==> config.mk <==
export PLATFORM = sky130hd
export DESIGN_NAME = sr04_echo_emulator
export DESIGN_NICKNAME = d
export VERILOG_FILES = /design/src/rtl/sr04_pkg.sv /design/src/rtl/sr04_us_tick.sv /design/src/rtl/sr04_echo_emulator.sv
export SDC_FILE = /design/constraint.sdc
export NUM_CORES = 1
export LEC_CHECK = 0
export ABC_AREA = 1
export BUFFER_PORTS_ARGS = -buffer_cell sky130_fd_sc_hd__clkbuf_2
export CORE_ASPECT_RATIO = 1.75
export CORE_MARGIN = 1
export CORE_UTILIZATION = 25
export DETAILED_ROUTE_END_ITERATION = 6
export GPL_TIMING_DRIVEN = 0
export HOLD_SLACK_MARGIN = 0.05
export SYNTH_ARGS = -nofsm -noshare
export SYNTH_HDL_FRONTEND = slang
export SYNTH_SLANG_ARGS = --single-unit
==> constraint.sdc <==
create_clock -name clk -period 5.15 [get_ports clk]
set_input_delay 0.515 -clock clk [delete_from_list [all_inputs] [get_ports clk]]
set_output_delay 0.515 -clock clk [all_outputs]
set_load 0.02 [all_outputs]
==> src/rtl/sr04_pkg.sv <==
// rtl/sr04_pkg.sv - shared SR04 state encoding, distance constants and width helper
package sr04_pkg;

  typedef enum logic [2:0] {
    ST_IDLE    = 3'd0,
    ST_TRIG_HI = 3'd1,
    ST_DELAY   = 3'd2,
    ST_ECHO    = 3'd3,
    ST_HOLDOFF = 3'd4
  } sr04_state_e;

  localparam int US_PER_CM  = 58;
  localparam int MAX_CM     = 400;
  localparam int TIMEOUT_US = 38000;
  localparam int WIDTH_W    = 17;

  // 0 cm or beyond range reads as "no object" and gets the timeout width
  function automatic logic [WIDTH_W-1:0] echo_width_us(
    input logic [8:0] dist_cm,
    input int         us_per_cm,
    input int         max_cm,
    input int         timeout_us
  );
    int d;
    d = int'(dist_cm);
    if (d == 0 || d > max_cm)
      return WIDTH_W'(timeout_us);
    return WIDTH_W'(d * us_per_cm);
  endfunction

endpackage

==> src/rtl/sr04_us_tick.sv <==
// rtl/sr04_us_tick.sv - free-running prescaler producing a one-clk tick every TICK_DIV clks
module sr04_us_tick #(
  parameter int TICK_DIV = 100
) (
  input  logic clk,
  input  logic rst,
  output logic o_tick
);

  localparam int CW = (TICK_DIV > 1) ? $clog2(TICK_DIV) : 1;

  logic [CW-1:0] div_cnt;

  always_ff @(posedge clk or posedge rst) begin
    if (rst) begin
      div_cnt <= '0;
      o_tick  <= 1'b0;
    end else if (div_cnt == CW'(TICK_DIV - 1)) begin
      div_cnt <= '0;
      o_tick  <= 1'b1;
    end else begin
      div_cnt <= div_cnt + CW'(1);
      o_tick  <= 1'b0;
    end
  end

endmodule

==> src/rtl/sr04_echo_emulator.sv <==
// rtl/sr04_echo_emulator.sv - HC-SR04 sensor-side trigger/echo emulator
// Optional SR04_EMU_NOISE_EN adds 0..7 us LFSR jitter to every echo width.
module sr04_echo_emulator
  import sr04_pkg::*;
#(
  parameter int TICK_DIV      = 100,
  parameter int MIN_TRIG_US   = 10,
  parameter int ECHO_DELAY_US = 200,
  parameter int CM_TO_US      = US_PER_CM,
  parameter int MAX_DIST_CM   = MAX_CM,
  parameter int NO_OBJ_US     = TIMEOUT_US,
  parameter int HOLDOFF_US    = 60000
) (
  input  logic       clk,
  input  logic       rst,
  input  logic       i_trigger,
  input  logic [8:0] i_distance_cm,
  output logic       o_echo,
  output logic       o_busy,
  output logic       o_trig_err
);

  logic                 tick;
  logic                 trig_s1;
  logic                 trig_s2;
  logic                 trig_d;
  logic                 trig_rise;
  logic                 trig_fall;
  sr04_state_e          state;
  sr04_state_e          state_next;
  logic [WIDTH_W-1:0]   cnt;
  logic [WIDTH_W-1:0]   cnt_next;
  logic [WIDTH_W-1:0]   width;
  logic [WIDTH_W-1:0]   width_next;
  logic [WIDTH_W-1:0]   new_width;
  logic                 accept;
  logic                 err_next;
  logic                 echo_next;

  sr04_us_tick #(
    .TICK_DIV(TICK_DIV)
  ) u_tick (
    .clk   (clk),
    .rst   (rst),
    .o_tick(tick)
  );

  always_ff @(posedge clk or posedge rst) begin
    if (rst) begin
      trig_s1 <= 1'b0;
      trig_s2 <= 1'b0;
      trig_d  <= 1'b0;
    end else begin
      trig_s1 <= i_trigger;
      trig_s2 <= trig_s1;
      trig_d  <= trig_s2;
    end
  end

  assign trig_rise = trig_s2 & ~trig_d;
  assign trig_fall = ~trig_s2 & trig_d;

`ifdef SR04_EMU_NOISE_EN
  logic [15:0] lfsr;
  logic        lfsr_fb;

  assign lfsr_fb   = lfsr[15] ^ lfsr[13] ^ lfsr[12] ^ lfsr[10];
  assign new_width = echo_width_us(i_distance_cm, CM_TO_US, MAX_DIST_CM, NO_OBJ_US)
                     + WIDTH_W'(lfsr[2:0]);

  always_ff @(posedge clk or posedge rst) begin
    if (rst)
      lfsr <= 16'hACE1;
    else if (accept)
      lfsr <= {lfsr[14:0], lfsr_fb};
  end
`else
  assign new_width = echo_width_us(i_distance_cm, CM_TO_US, MAX_DIST_CM, NO_OBJ_US);
`endif

  always_ff @(posedge clk or posedge rst) begin
    if (rst) begin
      state <= ST_IDLE;
      cnt   <= '0;
      width <= '0;
    end else begin
      state <= state_next;
      cnt   <= cnt_next;
      width <= width_next;
    end
  end

  // Edges seen outside IDLE/TRIG_HI fall through untouched, so late triggers are ignored
  always_comb begin
    state_next = state;
    cnt_next   = cnt;
    width_next = width;
    err_next   = 1'b0;
    accept     = 1'b0;
    case (state)
      ST_IDLE: begin
        if (trig_rise) begin
          state_next = ST_TRIG_HI;
          cnt_next   = '0;
        end
      end
      ST_TRIG_HI: begin
        if (trig_fall) begin
          cnt_next = '0;
          if (cnt >= WIDTH_W'(MIN_TRIG_US - 1)) begin
            accept     = 1'b1;
            width_next = new_width;
            state_next = ST_DELAY;
          end else begin
            err_next   = 1'b1;
            state_next = ST_IDLE;
          end
        end else if (tick && cnt != '1) begin
          cnt_next = cnt + WIDTH_W'(1);
        end
      end
      ST_DELAY: begin
        if (tick) begin
          if (cnt == WIDTH_W'(ECHO_DELAY_US - 1)) begin
            cnt_next   = '0;
            state_next = ST_ECHO;
          end else begin
            cnt_next = cnt + WIDTH_W'(1);
          end
        end
      end
      ST_ECHO: begin
        if (tick) begin
          if (cnt == width - WIDTH_W'(1)) begin
            cnt_next   = '0;
            state_next = ST_HOLDOFF;
          end else begin
            cnt_next = cnt + WIDTH_W'(1);
          end
        end
      end
      ST_HOLDOFF: begin
        if (tick) begin
          if (cnt == WIDTH_W'(HOLDOFF_US - 1)) begin
            cnt_next   = '0;
            state_next = ST_IDLE;
          end else begin
            cnt_next = cnt + WIDTH_W'(1);
          end
        end
      end
      default: begin
        state_next = ST_IDLE;
        cnt_next   = '0;
      end
    endcase
  end

  // Echo follows the registered state, so both edges sit on tick boundaries
  always_comb begin
    echo_next = (state_next == ST_ECHO);
  end

  always_ff @(posedge clk or posedge rst) begin
    if (rst) begin
      o_echo     <= 1'b0;
      o_trig_err <= 1'b0;
    end else begin
      o_echo     <= echo_next;
      o_trig_err <= err_next;
    end
  end

  assign o_busy = (state != ST_IDLE);

endmodule

# Yosys cells after proc, flatten, opt, wreduce, memory -nomap -nowiden
# Index checks and enable logic that the tools add are counted.
[word_totals] out_inout_bits=3 regBits=50 inputBits=12
[op_classes] mul=1 n_lt_le_gt_ge=2 bitwise=4 addsub=3 reduce_logical=7 eq_ne=15 muxes=28
[ops] op="17-bit two-way mux" n=11
[ops] op="17-bit case mux with 5 select lines" n=1
[ops] op="3-bit two-way mux" n=8
[ops] op="17-bit by 1-bit adder with 17-bit output, second input constant" n=1
[ops] op="17-bit by 16-bit equality test with 1-bit output, second input constant" n=1
[ops] op="17-bit equality test" n=1
[ops] op="17-bit by 8-bit equality test with 1-bit output, second input constant" n=1
[ops] op="17-bit by 4-bit >= comparator with 1-bit output, second input constant" n=1
[ops] op="17-bit != test, second input constant" n=1
[ops] op="17-bit by 1-bit subtractor with 17-bit output, second input constant" n=1
[ops] op="3-bit case mux with 5 select lines" n=1
[ops] op="9-bit by 5-bit multiplier with 14-bit output, second input constant" n=1
[ops] op="3-bit by 2-bit equality test with 1-bit output, second input constant" n=3
[ops] op="9-bit > comparator, second input constant" n=1
[ops] op="9-bit logical NOT" n=1
[ops] op="7-bit by 1-bit adder with 7-bit output, second input constant" n=1
[ops] op="7-bit equality test, second input constant" n=1
[ops] op="7-bit two-way mux" n=1
[ops] op="2-bit by 1-bit != test with 1-bit output, second input constant" n=3
[ops] op="1-bit two-way mux" n=5
[ops] op="5-bit AND reduction" n=1
[ops] op="3-bit by 1-bit equality test with 1-bit output, second input constant" n=1
[ops] op="3-bit equality test, second input constant" n=1
[ops] op="3-bit logical NOT" n=1
[ops] op="other kinds (9)" n=11

# Logic depth before layout (Yosys ltp)
# Gate-level depths: netlist (run 1).
[depth] word_depth=6 mapped_depth=19

# Cells and area by module
# From an unflattened synthesis (run 1), not the netlist that was laid out.
[unflattened] hier_cells=597 area_unflattened_um2=4369.2
[by_module_without_submodules] mod="sr04_echo_emulator" cells_per_inst=554 n_inst=1 area_each_um2=3993.8
[by_module_without_submodules] mod="sr04_us_tick" cells_per_inst=43 n_inst=1 area_each_um2=375.4

# Worst setup path after synthesis (run 1)
# Ideal clock, no wire load.
[synth_timing] path_kind="input -> register" start="in i_distance_cm[2]" end="reg width[12]" setup_ps=138 required_time_ps=5012 slack_ps=1961 stages=13 path_buffers=0 arrival_ps=3051 path_cell_list="fa_1 -> ha_1 -> inv_1 -> fa_1 -> inv_1 -> ha_1 -> a21oi_1 -> nand2_1 -> a21oi_1 -> o21ai_0 -> a21oi_1 -> xor2_1 -> a22oi_1"
[synth_between] elab_chain_len=4 elab_cells_between_ends=6
[synth_rtl] element="start: declaration" line_no="sr04_echo_emulator.sv:17" text="input logic [8:0] i_distance_cm,"
[synth_rtl] element="branches (longest 3 deep; another with 9-bit by 5-bit multiplier with 14-bit output)"
[synth_rtl] element="17-bit two-way mux (*)" line_no="sr04_pkg.sv:28" text="return WIDTH_W'(d * us_per_cm);"
[synth_rtl] element="end signal: assignment" line_no="sr04_echo_emulator.sv:89" text="width <= width_next;"
[synth_rtl] element="end: declaration" line_no="sr04_echo_emulator.sv:33" text="logic [WIDTH_W-1:0] width;"
# Mark *: on every way between the ends.
# A chain may end at the register's enable or synchronous reset.

# Final worst setup path (run 1)
# Same ends and word-level chain as after synthesis.

==> summary.txt, run 1 <==
Timing
  – Worst-Margin Slew: 615 ps
  – Final setup skew: 3.79 ps
  – Final Max Slew Viols: 0
  – Slew Limit Headroom: 58.9%
  – Max frequency: 302 MHz
  – Finish-stage setup viols: 0
  – Crit share post-route: 64.3%
  – Worst Setup Slack, final: 1840 ps
  – Setup_tns: 0 ps
  – Hold Vio Cnt, Final: 0
  – Tmin final: 3310 ps
  – RSZ-0062 raised after global routing: no

Power and ir drop
  – Maximum VDD drop: 0.000126 V
  – Clk pwr share: 31.1%
  – Leakage: 2.37 nW
  – Switching power: 441 uW
  – Int Power: 793 uW
  – Logic pwr share: 34.4%
  – P per Cell Area: 256 mW/mm^2
  – Seq pwr share: 34.6%
  – Switching portion of total power: 35.7%

Layout
  – Nets: 663
  – Fillers: 1864
  – Share of cells above drive strength 1: 11.9%
  – Synthesis-to-layout area growth: 12.9%
  – Diodes inserted: 0
  – Finished Layout Cells: 823

Clocking
  – Clock slew at reported path FFs: 70 ps
  – CTS tree: yes
  – Clock root cell: clkbuf_16
  – # resized after CTS: 0
  – Setup Fix Bufs, Post-CTS: 0
  – Clock Sinks: 48
  – Worst-skew pair later-pin latency: 300 ps
  – CTS Hold Bufs: 0
  – CTS buffer count: 5
  – Worst-case clock buffer depth: 2
  – H-tree levels: 2

Routing
  – Routed vias: 3566
  – Final WL: 9.75 mm
  – DRT antenna net count: 0
  – Routed WL per cell: 11.9 um
  – Drt first pass iters: 4
  – Residual DRC: 0
  – Vias/cell: 4.33
  – DRT iter0 DRCs: 131

Worst setup path
  – CP most frequent cell: a21oi_1
  – Cells along the critical path: clkbuf_2 > fa_1 > ha_1 > inv_1 > fa_1 > inv_1 > ha_1 > a21oi_1 > nand2_1 > a21oi_1 > o21ai_0 > a21oi_1 > xor2_1 > a22oi_1
  – R2r setup slk: 1990 ps
  – Crit Path Max Fanout: 6
  – CP max stage delay: 490 ps
  – Reg2Reg Depth: 18
  – Req. time, crit path: 5310 ps
  – Startpoint Class: input port
  – CP top delay family: adder cells
  – Worst path slowest cell: fa_1
  – Worst Path Buf+Inv: 3
  – Crit end category: register
  – Critical Path AT: 3470 ps
  – WS Path Type: input port to register
  – Worst path depth: 14

Synthesis
  – Sequential area share after synthesis: 28.1%
  – Cells after synthesis: 576
  – Syn_area_per_cell: 7.42 sq um
  – Netlist cell types: 44
  – Synthesis-stage register bit count: 48
  – Yosys Warn Count: 0
  – Mapped Area: 0.00427 sq mm
  – Syn nets: 641

Global route
  – First-pass GRT wire length: 16.3 mm
  – Largest net degree at the start of global routing: 28
  – Initial antenna violation count: 0
  – GRT overflow: 0
  – Vias in the first global route: 3566
  – Total GRT Usage: 11.8%

Run status
  – Status: complete, no violations

Placed design
  – Hpwl dp: 8.22 mm
  – GPL Wtd Cong: 0.885
  – Worst slack at placement: 1490 ps
  – PortBufs: 14
  – Placed cells: 815

Die
  – Initial Util: 25.7%
  – Die span in y: 175 um
  – Core Area: 0.0166 sq mm
  – Area of the die: 0.0176 sq mm
  – Io pins: 15
  – Die W: 101 um
  – Rows: 62

Worst hold path
  – Hold WC Path Type: input port to asynchronous set/reset pin

Run
  – Max cap viols: 0
==> through the flow <==
stage / hold slack [ps] / instance area, sq um / power [mW] / utilization (%)
6_report: 268 / 4820 / 1.23 / 29.0
5_1_grt: 319 / 4820 / 1.33 / 29.0
4_1_cts: 295 / 4820 / 1.24 / 29.0
3_5_place_dp: 335 / 4650 / 0.860 / 28.0
3_3_place_gp: 334 / 4620 / 0.853 / 27.8
2_1_floorplan: 331 / 4270 / 0.758 / -
==> cells in the final DEF, fill, tap and decap left out, drive strengths merged, types with 4 or more instances in the layout <==
cell    instances
nand2         162
inv            86
nor2           75
dfrtp          48
ha             40
nand3          39
xor2           22
clkbuf         19
a21oi          15
fa             13
nor3           12
nand4          11
o21ai          11
buf            10
o22ai           6
xnor2           4
nor4            4
==> final cells by class <==
type	count	area, sq um	area share [%]
repair buffers	15	97.6	2.02
multi-input cells	433	2680	55.6
clock buffers	5	125	2.59
inverters	86	323	6.69
clock inverters	3	46.3	0.960
plain buffers	9	70.1	1.45
well taps	224	280	5.81
flip-flops and latches	48	1200	24.9
==> power groups by stage <==
| stage | registers (mW) | logic, mW | clock network (mW) |
|---|---|---|---|
| detailed placement | 0.433 | 0.426 | 0 |
| global placement | 0.433 | 0.419 | 0 |
| floorplan | 0.428 | 0.331 | 0 |
| global route | 0.429 | 0.489 | 0.410 |
| finish | 0.426 | 0.424 | 0.383 |
| CTS | 0.426 | 0.428 | 0.390 |
==> cell families (layout without fill, tap and decap cells) <==
| family | Yosys count | count (layout) | synth area share (%) |
|---|---|---|---|
| compound gates | 44 | 44 | 6.21 |
| xor+xnor | 27 | 27 | 5.86 |
| fa+ha+maj | 53 | 53 | 17.8 |
| buf+inv | 95 | 118 | 9.19 |
| flops | 48 | 48 | 28.1 |
| simple gates | 309 | 309 | 32.8 |
==> worst register-to-register path: cells and delay by family (launching register included) <==
family,cells,cell delay [ps]
and+or+nand+nor,12,1660
DFF,1,480
buffers and inverters,2,370
adders and majority gates,2,360
AOI/OAI and AO/OA,2,180
==> flip-flops by register name (all words and copies together), names as in the netlist <==
signal          cells
trig_s1             1
u_tick.div_cnt      7
trig_d              1
trig_s2             1
o_echo              1
o_trig_err          1
u_tick.o_tick       1
state               3
width              15
cnt                17
==> metal layers <==
metal | vias up | share of wire (%) | global-route usage [%] | wire length [um]
li1 | 1878 | - | - | -
met1 | 1622 | 36 | 10.4 | 3470
met2 | 44 | 59 | 25.1 | 5780
met3 | 22 | 1.4 | 1.16 | 138
met4 | 0 | 3.8 | 5.80 | 370
met5 | - | 0 | 0 | 0
==> path summary, 6_finish.rpt <==
check,start,to
max in group asynchronous,rst,u_tick.div_cnt[6]
min in group clk,i_trigger,trig_s1
worst min register to register,trig_s1,trig_s2
worst max register to register,cnt[0],cnt[10]
worst min-delay path,rst,cnt[13]
worst max-delay path,i_distance_cm[2],width[12]
==> Yosys cell counts, drive strengths merged <==
cell | count | area (sq um)
clkinv | 1 | 3.75
xnor2 | 4 | 35.0
and3 | 2 | 12.5
a31oi | 2 | 12.5
o41ai | 1 | 8.76
o2111ai | 1 | 8.76
o211ai | 1 | 7.51
a211oi | 1 | 12.5
a21oi | 15 | 75.1
nand3 | 39 | 200
nand2 | 162 | 658
dfrtp | 48 | 1200
nand3b | 1 | 7.51
nand4 | 11 | 68.8
nor3 | 12 | 75.1
ha | 40 | 500
nor4 | 4 | 31.3
o31ai | 1 | 7.51
nor3b | 2 | 15.0
nor2 | 75 | 328
a22oi | 2 | 15.0
o22ai | 6 | 37.5
inv | 85 | 319
o21ai | 11 | 55.1
xnor3 | 1 | 22.5
o221ai | 2 | 17.5
xor2 | 22 | 193
o21bai | 1 | 7.51
fa | 13 | 260
or2 | 1 | 6.26
buf | 9 | 70.1
Power figures use the tool's default switching activity.
==> inputs of run 2 (changes only) <==
ABC_AREA = 0   (was 1)
clock period = 3.2 ns   (was 5.15 ns; I/O delays follow)
==> run 2 against run 1 <==
Area after synthesis fell by 9.2%; clock skew rose by 2.1 ps; critical endpoint is now width[14]; total power rose by 59%; synthesized cell count fell by 28%.
==> summary.txt, run 2 <==
Synthesis
  – Asr flop ratio synth: 100% (unchanged)
  – Most numerous cell in the Yosys netlist: dfrtp_1
  – Post-synth top area cell: dfrtp_1
  – Syn nets: 481 (-25%)
  – Top post-synthesis cells by area: dfrtp_1 (31%), ha_1 (13%), xnor2_1 (6.8%)
  – Sequential area share after synthesis: 30.9% (+2.8 points)
  – Main flop type after synthesis: dfrtp_1
  – Mapped Area: 0.00388 sq mm (-9.2%)
  – Top post-synthesis cells by count: dfrtp_1 (48), inv_1 (42), nor2_1 (41), ha_1 (40), xnor2_1 (30)
  – Synthesis-stage register bit count: 48 (unchanged)
  – Yosys Warn Count: 0 (unchanged)
  – Share of the synthesized area in the top cell type: 30.9% (+2.8 points)
  – Cells after synthesis: 416 (-28%)
  – Netlist cell types: 61 (+39%)
  – Number of synthesized flops with an enable pin: 0 (unchanged)
  – Syn_area_per_cell: 9.33 sq um (+26%)

Timing
  – Hold Vio Cnt, Final: 0 (unchanged)
  – Slew Limit Headroom: 65.4% (+6.5 points)
  – Worst-Margin Slew: 518 ps (-97.2 ps)
  – Max frequency: 330 MHz
  – WHS: 137 ps (-131 ps)
  – Finish-stage setup viols: 0 (unchanged)
  – Final setup skew: 5.91 ps (+2.12 ps)
  – Final Max Slew Viols: 0 (unchanged)
  – Tmin final: 3030 ps
  – RSZ-0062 raised after global routing: no
  – Crit share post-route: 94.7%

Die
  – Die span in y: 167 um (-4.6%)
  – Core Area: 0.0150 sq mm (-9.7%)
  – Initial Util: 25.9% (+0.16 points)
  – Die W: 96.2 um (-4.6%)
  – Area of the die: 0.0160 sq mm (-9.0%)
  – Rows: 59 (-4.8%)
  – Io pins: 15 (unchanged)

Worst hold path
  – WHS Path Cells: 1
  – Hold WC Path Type: input port to register
  – Worst Hold End: trig_s1
  – Hold Crit Start: i_trigger

Clocking
  – Clock Sinks: 48 (unchanged)
  – Worst-case clock buffer depth: 2 (unchanged)
  – CTS tree: yes
  – Worst-skew pair later-pin latency: 290 ps (about the same)
  – CTS buffer count: 5 (unchanged)
  – H-tree levels: 2 (unchanged)
  – Clock slew at reported path FFs: 60 ps (about the same)
  – Clock root cell: clkbuf_16

Layout
  – Reg area: 0.00120 sq mm (unchanged)
  – Most common cell after layout, fill and taps aside: dfrtp_1
  – Top flop regs: cnt x17, width x15, u_tick.div_cnt x7
  – Nets: 505 (-24%)
  – Most frequent cells in the layout: dfrtp_1 (48), nor2_1 (41), inv_1 (41)
  – Combined area of the multi-input logic cells: 0.00248 sq mm (-7.3%)
  – Top reg by flops: cnt
  – Fillers: 1563 (-16%)
  – Diodes inserted: 0 (unchanged)
  – Max FFs per register: 17 (unchanged)
  – Share of cells above drive strength 1: 12.7% (+0.85 points)
  – Synthesis-to-layout area growth: 13.7%
  – Finished Layout Cells: 624 (-24%)

Global route
  – Initial antenna violation count: 0 (unchanged)
  – GRT overflow: 0 (unchanged)
  – First-pass GRT wire length: 13.8 mm (-15%)
  – Largest net degree at the start of global routing: 31 (+11%)
  – Total GRT Usage: 10.7% (-1.1 points)
  – Vias in the first global route: 2999 (-16%)

Run status
  – Status: complete, no violations

Worst setup path
  – WS Path Type: input port to register
  – Crit Path Max Fanout: 5 (-1)
  – FF-to-FF Start: cnt[0]
  – Worst path slowest cell: fa_1
  – CP top delay family: adder cells
  – Worst r2r dst: cnt[0]
  – Reg2Reg Depth: 11 (-7)
  – Cells along the critical path: clkbuf_2 > fa_1 > ha_1 > inv_1 > fa_1 > inv_1 > ha_4 > a21o_1 > a21oi_2 > o21ai_2 > o31ai_4 > o21ai_1 > xnor2_1 > a22o_2
  – Worst Path Buf+Inv: 3 (unchanged)
  – Req. time, crit path: 3380 ps (-1930 ps)
  – Startpoint Class: input port
  – Critical Path AT: 3210 ps (-260 ps)
  – CP max stage delay: 490 ps (about the same)
  – Crit end category: register
  – R2r setup slk: 380 ps (-1610 ps)

Routing
  – DRT antenna net count: 0 (unchanged)
  – Routed WL per cell: 12.9 um (+8.5%)
  – Final WL: 8.03 mm (-18%)
  – DRT iter0 DRCs: 110 (-16%)
  – Drt first pass iters: 4 (unchanged)
  – Routed vias: 2950 (-17%)
  – Residual DRC: 0 (unchanged)
  – Vias/cell: 4.73 (+9.1%)

Power and ir drop
  – Maximum VDD drop: 0.000221 V (+75%)
  – P per Cell Area: 444 mW/mm^2 (+73%)
  – Leakage: 2.00 nW (-15%)

Placed design
  – PortBufs: 14 (unchanged)
  – Placed cells: 614 (-25%)
  – GPL Wtd Cong: 0.780 (-12%)
  – Hpwl dp: 6.47 mm (-21%)

Run
  – Max cap viols: 0 (unchanged)
run 2: worst reg2reg max path, cell delays in order (launching register included):
cell and delay (ps):
dfrtp_1 450, ha_1 260, nand3_1 130, nor2b_1 300
and4_1 240, ha_1 180, a21oi_1 80, o31a_2 430
inv_1 160, a21o_2 110, a21oi_1 60, mux2_2 300
run 2: logic make-up (layout without fill, tap and decap cells):
logic type               count (synthesis)  in the layout  share of synthesized area (%)
AND/OR/NAND/NOR                        143            143                           19.3
AO/OA/AOI/OAI                           65             65                           12.4
buffers and inverters                   57             82                           6.32
adder cells (fa/ha/maj)                 53             53                           19.6
flip-flops                              48             48                           30.9
XOR/XNOR                                46             46                           10.4
multiplexers                             4              4                           1.06
run 2: through the flow:
step | worst slack (ps) | utilization [%] | power [mW] | cell area, sq um | setup TNS, ps
after global routing | 14.6 | 29.5 | 2.10 | 4410 | 0
after global placement | -249 | 28.1 | 1.39 | 4210 | -515
final | 171 | 29.5 | 1.96 | 4410 | 0
after floorplan | 52.8 | - | 1.27 | 3910 | 0
after CTS | 38.0 | 29.2 | 1.93 | 4380 | 0
after detailed placement | -264 | 28.2 | 1.42 | 4230 | -635
run 2: repair_timing:
item | 4_1_cts | 5_1_grt
resized for setup | 0 | 5
hold endpoints to repair | 10 | 0
hold buffers | 1 | 0
endpoints found under the setup margin | 0 | 7
setup buffers | 0 | 2
run 2: per-layer routing:
metal	up-vias	GRT usage (%)	share of wire [%]
met5	-	0	0
li1	1466	-	-
met4	0	3.63	2.3
met1	1432	11.4	39
met2	37	20.6	56
met3	15	1.32	2.5
run 2: worst max path at each step:
stage	startpoint	depth (start not counted)	end	slack [ps]
final	i_distance_cm[1]	14	width[14]	170
after global routing	i_distance_cm[1]	14	width[14]	10
after CTS	i_distance_cm[1]	14	width[14]	40
after detailed placement	i_distance_cm[1]	14	width[14]	-260
after global placement	i_distance_cm[1]	14	width[14]	-250
after floorplan	i_distance_cm[1]	13	width[14]	50
run 2: layout make-up:
class	instances	share of cell area, %
clock buffer	5	2.83
clock inverter	3	0.425
timing repair buffer	18	2.61
sequential	48	27.2
inverter	42	3.57
tap	183	5.19
buffer	14	1.90
multi-input combinational	311	56.3
run 2: where the power goes:
part | internal (mW) | switching (mW) | leakage, nW
Clock | 0.288 | 0.224 | 0.0736
Combinational | 0.333 | 0.388 | 1.33
Sequential | 0.660 | 0.0650 | 0.603
Total | 1.28 | 0.677 | 2.00
==> inputs of run 3 (changes only) <==
GPL_TIMING_DRIVEN = unset   (was 0)
==> run 3 against run 2 <==
Die area stayed put; clock skew decreased by 1.4 ps; via count did not move; sequential power up 2%; combinational power increased by 2%; highest routed layer unchanged.
==> summary.txt, run 3 (synthesized netlist as in run 2, its figures left out) <==
Run status
  – Status: complete, no violations

Power and ir drop
  – Int Power: 1.45 mW (+13%)
  – P per Cell Area: 472 mW/mm^2 (+6.5%)
  – Switching portion of total power: 31.6% (-3.0 points)
  – Clk pwr share: 30.3% (+4.1 points)
  – Logic pwr share: 34.7% (-2.1 points)
  – Seq pwr share: 35.0% (-2.0 points)
  – Leakage: 2.05 nW (+2.2%)
  – Switching power: 668 uW (-1.4%)
  – Maximum VDD drop: 0.000262 V (+19%)

Die
  – Rows: 59 (unchanged)
  – Die W: 96.2 um (unchanged)
  – Die span in y: 167 um (unchanged)
  – Core Area: 0.0150 sq mm (unchanged)
  – Area of the die: 0.0160 sq mm (unchanged)
  – Io pins: 15 (unchanged)
  – Initial Util: 25.9% (unchanged)

Layout
  – Nets: 510 (+0.99%)
  – Post-route cell area: 0.00448 sq mm (+1.4%)
  – Most frequent cells in the layout: dfrtp_1 (48), nor2_1 (41), inv_1 (41)
  – Top reg by flops: cnt
  – Fillers: 1594 (+2.0%)
  – Share of cells above drive strength 1: 15.0% (+2.3 points)
  – Max FFs per register: 17 (unchanged)
  – Synthesis-to-layout area growth: 15.4%
  – Most common cell after layout, fill and taps aside: dfrtp_1
  – Core Util, Final: 29.9% (+0.43 points)
  – Top flop regs: cnt x17, width x15, u_tick.div_cnt x7
  – Diodes inserted: 0 (unchanged)

Worst setup path
  – Critical Path AT: 3190 ps (-20 ps)
  – Reg2Reg Depth: 11 (unchanged)
  – Crit end category: register
  – CP endpoint: width[14]
  – Req. time, crit path: 3380 ps (about the same)
  – Worst r2r dst: cnt[15]
  – CP max stage delay: 490 ps (about the same)
  – WS Path Type: input port to register
  – Crit Path Max Fanout: 5 (unchanged)
  – Worst setup startpoint: i_distance_cm[2]
  – FF-to-FF Start: cnt[1]
  – Startpoint Class: input port
  – Cells along the critical path: clkbuf_2 > fa_1 > ha_1 > inv_1 > fa_1 > inv_1 > ha_4 > a21o_1 > a21oi_2 > o21ai_2 > o31ai_2 > o21ai_1 > xnor2_1 > a22o_2
  – Worst path slowest cell: fa_1
  – R2r setup slk: 290 ps (-90 ps)

Routing
  – DRT iter0 DRCs: 64 (-42%)
  – Final WL: 7.87 mm (-2.0%)
  – Drt first pass iters: 4 (unchanged)
  – DRT antenna net count: 0 (unchanged)
  – Residual DRC: 0 (unchanged)
  – Routed WL per cell: 12.5 um (-2.7%)
  – Vias/cell: 4.69 (-0.79%)
  – Routed vias: 2950 (unchanged)

Clocking
  – CTS buffer count: 5 (unchanged)
  – Worst-skew pair later-pin latency: 290 ps (about the same)
  – CTS tree: yes
  – Clock Sinks: 48 (unchanged)
  – CTS Hold Bufs: 0 (-1)
  – Worst-case clock buffer depth: 2 (unchanged)
  – Clock root cell: clkbuf_16
  – Setup Fix Bufs, Post-CTS: 0 (unchanged)
  – H-tree levels: 2 (unchanged)
  – Clock slew at reported path FFs: 60 ps (about the same)

Global route
  – Total GRT Usage: 10.7% (about the same)
  – Initial antenna violation count: 0 (unchanged)
  – First-pass GRT wire length: 13.7 mm (-0.35%)
  – Largest net degree at the start of global routing: 49 (+58%)
  – Vias in the first global route: 3075 (+2.5%)
  – GRT overflow: 0 (unchanged)

Run
  – Max cap viols: 0 (unchanged)

Timing
  – Final setup skew: 4.48 ps (-1.43 ps)
  – RSZ-0062 raised after global routing: no
  – Worst-Margin Slew: 1000 ps (+485 ps)
  – Hold Vio Cnt, Final: 0 (unchanged)
  – Finish-stage setup viols: 0 (unchanged)
  – Max frequency: 333 MHz (+0.82%)
  – Tmin final: 3000 ps (-24.7 ps)
  – Slew Limit Headroom: 33.0% (-32 points)
  – Crit share post-route: 93.9% (-0.77 points)
  – Final Max Slew Viols: 0 (unchanged)

Placed design
  – Placed Area: 0.00429 sq mm (+1.5%)
  – Hpwl dp: 6.26 mm (-3.3%)
  – GPL Wtd Cong: 0.826 (+5.9%)
  – PortBufs: 14 (unchanged)

Worst hold path
  – Hold WC Path Type: input port to register
run 3: final cells by class:
type	instances	area (sq um)	share of cell area, %
Multi-Input combinational cell	311	2460	55.0
Sequential cell	48	1200	26.8
Timing Repair Buffer	37	243	5.42
Tap cell	183	229	5.11
Inverter	42	158	3.52
Clock buffer	7	153	3.41
Clock inverter	1	30.0	0.671
run 3: power groups by stage:
stage | combinational [mW] | sequential (mW) | clock, mW
after floorplan | 0.549 | 0.721 | 0
after global placement | 0.717 | 0.749 | 0
after detailed placement | 0.736 | 0.751 | 0
after CTS | 0.744 | 0.739 | 0.659
after global routing | 0.835 | 0.751 | 0.674
final | 0.735 | 0.739 | 0.641
run 3: worst max-delay path, delay by kind of cell:
kind	cells	cell delay (ps)
buf+inv	3	250
compound gates	6	970
xor+xnor	1	130
fa+ha+maj	4	1490
run 3: per-layer routing:
metal  up-vias  share of wire (%)  GRT usage [%]
li1       1478                  -              -
met3         9                1.8           1.51
met1      1435                 39           11.1
met2        28                 57           20.7
met5         -                  0              0
met4         0                2.0           3.89
run 3: per-stage QoR:
stage / instances / total power, mW / setup TNS, ps / hold WS, ps / setup WS (ps)
global route: 629 / 2.26 / 0 / 130 / 3.72
detailed placement: 621 / 1.49 / -559 / 337 / -183
CTS: 629 / 2.14 / 0 / 134 / 121
finish: 629 / 2.12 / 0 / 135 / 195
floorplan: 416 / 1.27 / 0 / 331 / 52.8
global placement: 621 / 1.47 / -307 / 340 / -127
run 3: worst min path at each step:
| stage | startpoint | endpoint | slack, ps | depth (start not counted) |
|---|---|---|---|---|
| finish | i_trigger | trig_s1 | 140 | 1 |
| global route | i_trigger | trig_s1 | 130 | 1 |
| CTS | i_trigger | trig_s1 | 130 | 1 |
| detailed placement | trig_s1 | trig_s2 | 340 | 0 |
| global placement | trig_s1 | trig_s2 | 340 | 0 |
| floorplan | trig_s1 | trig_s2 | 330 | 0 |
run 3: timing repair:
| action | in CTS | in global routing |
|---|---|---|
| endpoints found under the setup margin | 0 | 2 |
| resized for setup | 0 | 1 |
| hold endpoints to repair | 0 | 0 |
